**config.mk**
```make
export PLATFORM = sky130hd
export DESIGN_NAME = fb_port_arbiter_flat
export DESIGN_NICKNAME = d
export VERILOG_FILES = /design/src/rtl/fb_port_arbiter_if.sv /design/src/rtl/fb_port_arbiter.sv /design/src/flat_wrapper.sv
export SDC_FILE = /design/constraint.sdc
export NUM_CORES = 1
export LEC_CHECK = 0
export CAP_MARGIN = 15
export CORE_MARGIN = 3
export CORE_UTILIZATION = 49
export CTS_CLUSTER_SIZE = 12
export DETAILED_ROUTE_END_ITERATION = 8
export PLACE_DENSITY_LB_ADDON = 0.2
export SLEW_MARGIN = 10
export SYNTH_ARGS = -nofsm -noshare
export SYNTH_HDL_FRONTEND = slang
export SYNTH_SLANG_ARGS = --single-unit
export TNS_END_PERCENT = 5
```
**constraint.sdc**
```tcl
create_clock -name clk -period 6.3 [get_ports clk]
set_clock_uncertainty 0.15 [all_clocks]
set_input_delay 1.26 -clock clk [delete_from_list [all_inputs] [get_ports clk]]
set_output_delay 1.26 -clock clk [all_outputs]
set_load 0.005 [all_outputs]
```
**src/rtl/fb_port_arbiter_if.sv**
```systemverilog
// fb_port_arbiter_if: video timing, scanout, clear, draw and RAM port signals of the framebuffer arbiter.
interface fb_port_if #(
   parameter int ADDR_W = 17,
   parameter int DATA_W = 8
);
   logic              hblank;
   logic              vblank;
   logic              scan_req;
   logic [ADDR_W-1:0] scan_addr;
   logic              scan_valid;
   logic [DATA_W-1:0] scan_data;
   logic              clear_start;
   logic              clear_busy;
   logic              draw_valid;
   logic [ADDR_W-1:0] draw_addr;
   logic [DATA_W-1:0] draw_data;
   logic              draw_ready;
   logic [ADDR_W-1:0] mem_addr;
   logic              mem_we;
   logic [DATA_W-1:0] mem_wdata;
   logic [DATA_W-1:0] mem_rdata;
   modport master (
      input  hblank, vblank, scan_req, scan_addr, clear_start, draw_valid, draw_addr, draw_data, mem_rdata,
      output scan_valid, scan_data, clear_busy, draw_ready, mem_addr, mem_we, mem_wdata
   );
   modport slave (
      output hblank, vblank, scan_req, scan_addr, clear_start, draw_valid, draw_addr, draw_data, mem_rdata,
      input  scan_valid, scan_data, clear_busy, draw_ready, mem_addr, mem_we, mem_wdata
   );
endinterface

```
**src/rtl/fb_port_arbiter.sv**
```systemverilog
// fb_port_arbiter: fixed-priority scan > clear > draw sharing of one single-port framebuffer RAM.
// FB_BLANK_WRITE_EN: when defined, draw writes are permitted only during hblank|vblank.
module fb_port_arbiter #(
   parameter int ADDR_W    = 17,
   parameter int DATA_W    = 8,
   parameter int FB_WORDS  = 76800,
   parameter int RD_LAT    = 1,
   parameter int CLEAR_VAL = 0
) (
   input logic       clk,
   input logic       reset_n,
   fb_port_if.master bus
);
   typedef enum logic [1:0] {IDLE, CLEAR_WAIT, CLEAR} state_t;
   state_t            state_q, state_d;
   logic [ADDR_W-1:0] cnt_q, cnt_d, mem_addr_q, mem_addr_d;
   logic [DATA_W-1:0] mem_wdata_q, mem_wdata_d, scan_data_q, scan_data_d;
   logic              mem_we_q, mem_we_d, scan_valid_q, scan_valid_d;
   logic [RD_LAT:0]   rd_q, rd_d;
   logic              draw_ok, clr_g, draw_g, last;
`ifdef FB_BLANK_WRITE_EN
   assign draw_ok = bus.hblank | bus.vblank;
`else
   assign draw_ok = 1'b1;
`endif
   always_comb begin
      clr_g       = !bus.scan_req && state_q == CLEAR;
      // reset_n gating keeps the combinational ready low while held in reset
      draw_g      = reset_n && !bus.scan_req && state_q == IDLE && bus.draw_valid && draw_ok;
      last        = cnt_q == ADDR_W'(FB_WORDS - 1);
      state_d     = state_q;
      cnt_d       = cnt_q;
      case (state_q)
         IDLE:       state_d = bus.clear_start ? CLEAR_WAIT : IDLE;
         CLEAR_WAIT: begin
            state_d = bus.vblank ? CLEAR : CLEAR_WAIT;
            cnt_d   = '0;
         end
         CLEAR: if (clr_g) begin
            state_d = last ? IDLE : CLEAR;
            cnt_d   = last ? '0 : cnt_q + ADDR_W'(1);
         end
         default:    state_d = IDLE;
      endcase
      mem_addr_d  = bus.scan_req ? bus.scan_addr : clr_g ? cnt_q : draw_g ? bus.draw_addr : mem_addr_q;
      mem_we_d    = clr_g | draw_g;
      mem_wdata_d = clr_g ? DATA_W'(CLEAR_VAL) : draw_g ? bus.draw_data : mem_wdata_q;
      // rd_q[k] marks a read whose address reached the RAM k cycles ago
      rd_d         = {rd_q[RD_LAT-1:0], bus.scan_req};
      scan_valid_d = rd_q[RD_LAT];
      scan_data_d  = rd_q[RD_LAT] ? bus.mem_rdata : scan_data_q;
   end
   always_ff @(posedge clk or negedge reset_n)
      if (!reset_n) begin
         state_q      <= IDLE;
         cnt_q        <= '0;
         mem_addr_q   <= '0;
         mem_we_q     <= 1'b0;
         mem_wdata_q  <= '0;
         rd_q         <= '0;
         scan_valid_q <= 1'b0;
         scan_data_q  <= '0;
      end else begin
         state_q      <= state_d;
         cnt_q        <= cnt_d;
         mem_addr_q   <= mem_addr_d;
         mem_we_q     <= mem_we_d;
         mem_wdata_q  <= mem_wdata_d;
         rd_q         <= rd_d;
         scan_valid_q <= scan_valid_d;
         scan_data_q  <= scan_data_d;
      end
   assign bus.draw_ready = draw_g;
   assign bus.clear_busy = state_q == CLEAR_WAIT || state_q == CLEAR;
   assign bus.mem_addr   = mem_addr_q;
   assign bus.mem_we     = mem_we_q;
   assign bus.mem_wdata  = mem_wdata_q;
   assign bus.scan_valid = scan_valid_q;
   assign bus.scan_data  = scan_data_q;
endmodule

```
**src/flat_wrapper.sv**
```systemverilog
// flat-port wrapper written by rule: the top's interface ports become plain ports
module fb_port_arbiter_flat 
#(
   parameter int ADDR_W    = 17,
   parameter int DATA_W    = 8,
   parameter int FB_WORDS  = 76800,
   parameter int RD_LAT    = 1,
   parameter int CLEAR_VAL = 0
)
  (clk, reset_n, bus_hblank, bus_vblank, bus_scan_req, bus_scan_addr, bus_clear_start, bus_draw_valid, bus_draw_addr, bus_draw_data, bus_mem_rdata, bus_scan_valid, bus_scan_data, bus_clear_busy, bus_draw_ready, bus_mem_addr, bus_mem_we, bus_mem_wdata);
  fb_port_if #(.ADDR_W(ADDR_W), .DATA_W(DATA_W)) bus_i ();
  input logic clk;
  input logic reset_n;
  input wire logic [$bits(bus_i.hblank)-1:0] bus_hblank;
  input wire logic [$bits(bus_i.vblank)-1:0] bus_vblank;
  input wire logic [$bits(bus_i.scan_req)-1:0] bus_scan_req;
  input wire logic [$bits(bus_i.scan_addr)-1:0] bus_scan_addr;
  input wire logic [$bits(bus_i.clear_start)-1:0] bus_clear_start;
  input wire logic [$bits(bus_i.draw_valid)-1:0] bus_draw_valid;
  input wire logic [$bits(bus_i.draw_addr)-1:0] bus_draw_addr;
  input wire logic [$bits(bus_i.draw_data)-1:0] bus_draw_data;
  input wire logic [$bits(bus_i.mem_rdata)-1:0] bus_mem_rdata;
  output wire logic [$bits(bus_i.scan_valid)-1:0] bus_scan_valid;
  output wire logic [$bits(bus_i.scan_data)-1:0] bus_scan_data;
  output wire logic [$bits(bus_i.clear_busy)-1:0] bus_clear_busy;
  output wire logic [$bits(bus_i.draw_ready)-1:0] bus_draw_ready;
  output wire logic [$bits(bus_i.mem_addr)-1:0] bus_mem_addr;
  output wire logic [$bits(bus_i.mem_we)-1:0] bus_mem_we;
  output wire logic [$bits(bus_i.mem_wdata)-1:0] bus_mem_wdata;
  assign bus_i.hblank = bus_hblank;
  assign bus_i.vblank = bus_vblank;
  assign bus_i.scan_req = bus_scan_req;
  assign bus_i.scan_addr = bus_scan_addr;
  assign bus_i.clear_start = bus_clear_start;
  assign bus_i.draw_valid = bus_draw_valid;
  assign bus_i.draw_addr = bus_draw_addr;
  assign bus_i.draw_data = bus_draw_data;
  assign bus_i.mem_rdata = bus_mem_rdata;
  assign bus_scan_valid = bus_i.scan_valid;
  assign bus_scan_data = bus_i.scan_data;
  assign bus_clear_busy = bus_i.clear_busy;
  assign bus_draw_ready = bus_i.draw_ready;
  assign bus_mem_addr = bus_i.mem_addr;
  assign bus_mem_we = bus_i.mem_we;
  assign bus_mem_wdata = bus_i.mem_wdata;
  fb_port_arbiter #(.ADDR_W(ADDR_W), .DATA_W(DATA_W), .FB_WORDS(FB_WORDS), .RD_LAT(RD_LAT), .CLEAR_VAL(CLEAR_VAL)) u_core (.clk(clk), .reset_n(reset_n), .bus(bus_i));
endmodule
```
---- Yosys cells after proc, flatten, opt, wreduce, memory -nomap -nowiden ----
Cells that the tools add are included.
Widths: inputs -> output; s select.
storage, ports and cells
  register bits ........................... 56
  logic and storage cells ................. 38
  bits of input ports ..................... 57
  output and inout bits ................... 37
cells by class
  add/sub/neg operators ................... 1
  bitwise logic cells ..................... 1
  equality and inequality tests ........... 4
  mux-type cells .......................... 13
  reductions and logical operators ........ 11
operators by type and width
  cell                   number
  $mux 17                5
  $pmux 17 s2            1
  $add 17x1->17 const B  1
  $eq 17x17->1 const B   1
  $mux 8                 2
  $mux 2                 3
  $pmux 2 s3             1
  $logic_and 1x1->1      4
  $reduce_bool 2->1      2
  $reduce_bool 3->1      1
  $eq 2x1->1 const B     1
  $eq 2x2->1 const B     1
  $logic_not 2->1        1
  $ne 2x1->1 const B     1
  $reduce_and 2->1       1
  $logic_not 1->1        1
  $logic_or 1x1->1       1
  $mux 1                 1
  $or 1x1->1             1

---- Longest topological paths before layout ----
  word-level depth ........................ 7
  gate-level depth with buffers ........... 8
  gate-level depth less buffers ........... 6

---- Worst setup path before layout ----
No wires, ideal clock.
  path type ............................... input-to-output
  start ................................... input bus_scan_req
  end ..................................... output bus_draw_ready
  arrival ................................. 1.544 ns
  setup slack ............................. 3.346 ns
  data required time ...................... 4.890 ns
  stages on the path ...................... 1
  path buffers ............................ 0
  path through ............................ and4b_1
on the way
  longest elaborated chain between the ends .. 4
RTL lines
  what                            RTL line               RTL
  start: declaration              flat_wrapper.sv:16     input wire logic [$bits(bus_i.scan_req)-1:0] bus_scan_req;
  $logic_not 1->1                 fb_port_arbiter.sv:29  draw_g = reset_n && !bus.scan_req && state_q == IDLE && bus.draw_valid && draw_ok;
  $logic_and 1x1->1 (3 in a row)  fb_port_arbiter.sv:29
  end: declaration                flat_wrapper.sv:26     output wire logic [$bits(bus_i.draw_ready)-1:0] bus_draw_ready;
Every way passes these cells.

---- Final worst setup path ----
Same ends and word-level chain as after synthesis.

==> metrics.cfg <==
[critical_path]
crit_path_frequent_cell=clkdlybuf4s50_1
cp.required_ns=4.89
reg2regPathDepth=7
critPathKind=in2out
cp.depth=4
cp_max_fo=43
cp_slowest_cell=clkdlybuf4s50_1
worstPathArrival_ns=2.86
startpoint_type=primary input
cp_top_family=buffers and inverters
cp_slowest_stage_delay_ns=0.54
endpoint_kind=output port
cp_cell_sequence=clkdlybuf4s50_1 -> buf_4 -> and4b_1 -> clkdlybuf4s50_1
critPathBufInv=3

[synth]
yosysTopAreaCell=dfrtp_1
synthFlopType=dfrtp_1
synth_warnings=0
ys_ff_latch=56
syn_nets=344
synth.top_cell.area_share=0.507
synthTopCellsByArea=dfrtp_1 51%, mux2i_1 6.5%, a21oi_1 4.9%, nand2_1 4.3%, o21ai_0 4.2%
async_reset_ff_frac=1.00
synth_edf_count=0
syn_avg_cell_area_um2=9.79
postSynthCellCount=282
syn_area_um2=2760
ys_seq_area_frac=0.507
synth_cell_types=36

[worst_hold_path]
min_path_cells=0
hold_path.class=reg2reg

[floorplan]
core_um2=5270
io_pins=94
die_w_um=81.1
std_cell_rows=26
fp.dieArea_um2=6570
start_util=0.524
die_y_um=81.1

[pwr]
p_total_mw=1.18
powerDensity_nw_per_um2=308
leakage_nw=1.57
ir_worst_vdd_uv=142

[detailed_routing]
wl_um=7270
route.detailed.drc=0
drt_iter0_drc=207
vias=2457
post_drt_wl_per_cell_um=16.6
post_drt_via_cell_ratio=5.60
first_pass_iters=4
detail-route-antenna-nets=0

[layout]
drive_gt1_frac=0.0623
antenna_cells=0
final_net_count=430
area_delta_synth_final_pct=38.6

[sta]
worst_pin_slew_ns=0.768
finalSetupViolCount=0
tns_ns=0
finalHoldViolations=0
rsz0062_at_grt=false
clock.fmax_ghz=0.234
period_share=0.678
drv_slew=0
fin_crit_ns=4.27
relSlewSlack=0.488

[flow_run]
cap_violations=0

[global_routing]
track_usage=0.226
grt_overflow=0
antenna_found_initial=0
grt_pass1_vias=2253
grt_max_degree=57
grt_pass1_wl_um=11500

[placed_design]
io_buffers=92
hpwl_um=5290
gp_congestion=0.850

[clock_network]
postCtsResizedCells=0
tritoncts.num_buffers=5
insertion_delay_ns=0.32
cts_setup_buffers=0
clk_path_buf_depth=2
path_clk_slew_ns=0.09
cts_hold_buf=0
cts_tree=yes
cts.sinks=56
clockRootBuffer=clkbuf_8
cts_max_level=2

[run_status]
outcome=finished clean

==> power by group <==
group	internal [mW]	switching, mW
combinational	0.270	0.223
sequential	0.437	0.0449
clock	0.0897	0.116
total	0.796	0.385
==> per-layer routing <==
layer | part of all wire | global-route usage
met2 | 0.49 | 0.358
met1 | 0.43 | 0.319
met3 | 0.066 | 0.0410
met4 | 0.013 | 0.0591
met5 | 0 | 0
==> sequential cells by signal (all words and copies together) (netlist names) <==
| signal | flops |
|---|---|
| u_core.bus.mem_addr | 17 |
| u_core.cnt_q | 17 |
| u_core.bus.mem_wdata | 8 |
| u_core.bus.scan_data | 8 |
| u_core.rd_q | 2 |
| u_core.state_q | 2 |
| u_core.bus.mem_we | 1 |
| u_core.bus.scan_valid | 1 |
==> cells by family after synthesis <==
| logic type | synth area share |
|---|---|
| AO/OA/AOI/OAI | 0.179 |
| adder cells (fa/ha/maj) | 0.0227 |
| buffers and inverters | 0.0399 |
| flip-flops | 0.507 |
| multiplexers | 0.0979 |
| AND/OR/NAND/NOR | 0.154 |
==> synthesized netlist by cell type (all sizes together) (2+ instances only) <==
master and instances:
a32o 2, nand2 32, o22ai 3, nor2 19, and2 2, dfrtp 56, or4 3, o21ai 25
ha 5, and4 3, nand3 10, inv 10, o31ai 5, mux2i 18, buf 6, a21oi 27
or3 4, a21o 2, nor4bb 2, clkbuf 12, a22o 8, nand2b 2, nand4 5, and3 2
o211ai 4, mux2 8
==> cells in the final DEF, fill, tap and decap left out, types with 2 or more instances in the layout <==
cell             Yosys  final
a32o_1               2      2
clkbuf_8             0      6
clkdlybuf4s50_1      0     91
and3_1               2      2
o21ai_1              2      2
o31ai_1              5      5
nor4bb_1             2      2
mux2_2               8      8
ha_1                 5      5
o22ai_1              3      3
dfrtp_1             56     56
nand2_1             32     32
nor2_1              19     19
and2_1               2      2
a21o_1               2      2
inv_1               10     10
nand3_1              9      9
buf_4                0      5
o21ai_0             23     23
a21oi_1             27     27
mux2i_1             18     18
a22o_1               8      8
and4_1               3      3
nand4_1              5      5
or4_1                3      3
o211ai_1             4      4
nand2b_1             2      2
or3_1                4      4
==> final timing paths <==
kind | from | end | slack (ns)
worst min register to register | u_core.rd_q[0]$_DFF_PN0_ | u_core.rd_q[1]$_DFF_PN0_ | 0.21
min in group asynchronous | reset_n | u_core.cnt_q[3]$_DFFE_PN0P_ | 0.97
worst max-delay path | bus_scan_req | bus_draw_ready | 2.03
max in group asynchronous | reset_n | u_core.bus.mem_addr[8]$_DFFE_PN0P_ | 4.57
worst min-delay path | u_core.rd_q[0]$_DFF_PN0_ | u_core.rd_q[1]$_DFF_PN0_ | 0.21
worst max register to register | u_core.state_q[0]$_DFFE_PN0P_ | u_core.cnt_q[15]$_DFFE_PN0P_ | 3.50
==> final cells by class <==
class / instances / area (um^2)
clock buffer: 7 / 86.3
clock inverter: 1 / 7.51
fill: 404 / 1440
inverter: 10 / 37.5
multi-input combinational: 198 / 1250
sequential: 56 / 1400
tap: 70 / 87.6
timing repair buffer: 97 / 953
==> through the flow <==
step / instances / utilization / cell area [um^2] / worst slack, ns / hold slack (ns)
floorplan: 282 / - / 2760 / 3.35 / 0.181
global placement: 431 / 0.709 / 3730 / 2.03 / 0.185
detailed placement: 431 / 0.709 / 3730 / 2.04 / 0.190
CTS: 439 / 0.726 / 3830 / 2.03 / 0.213
global route: 439 / 0.726 / 3830 / 1.97 / 0.216
finish: 439 / 0.726 / 3830 / 2.03 / 0.215
No activity file was read; power rests on OpenSTA's default activity.
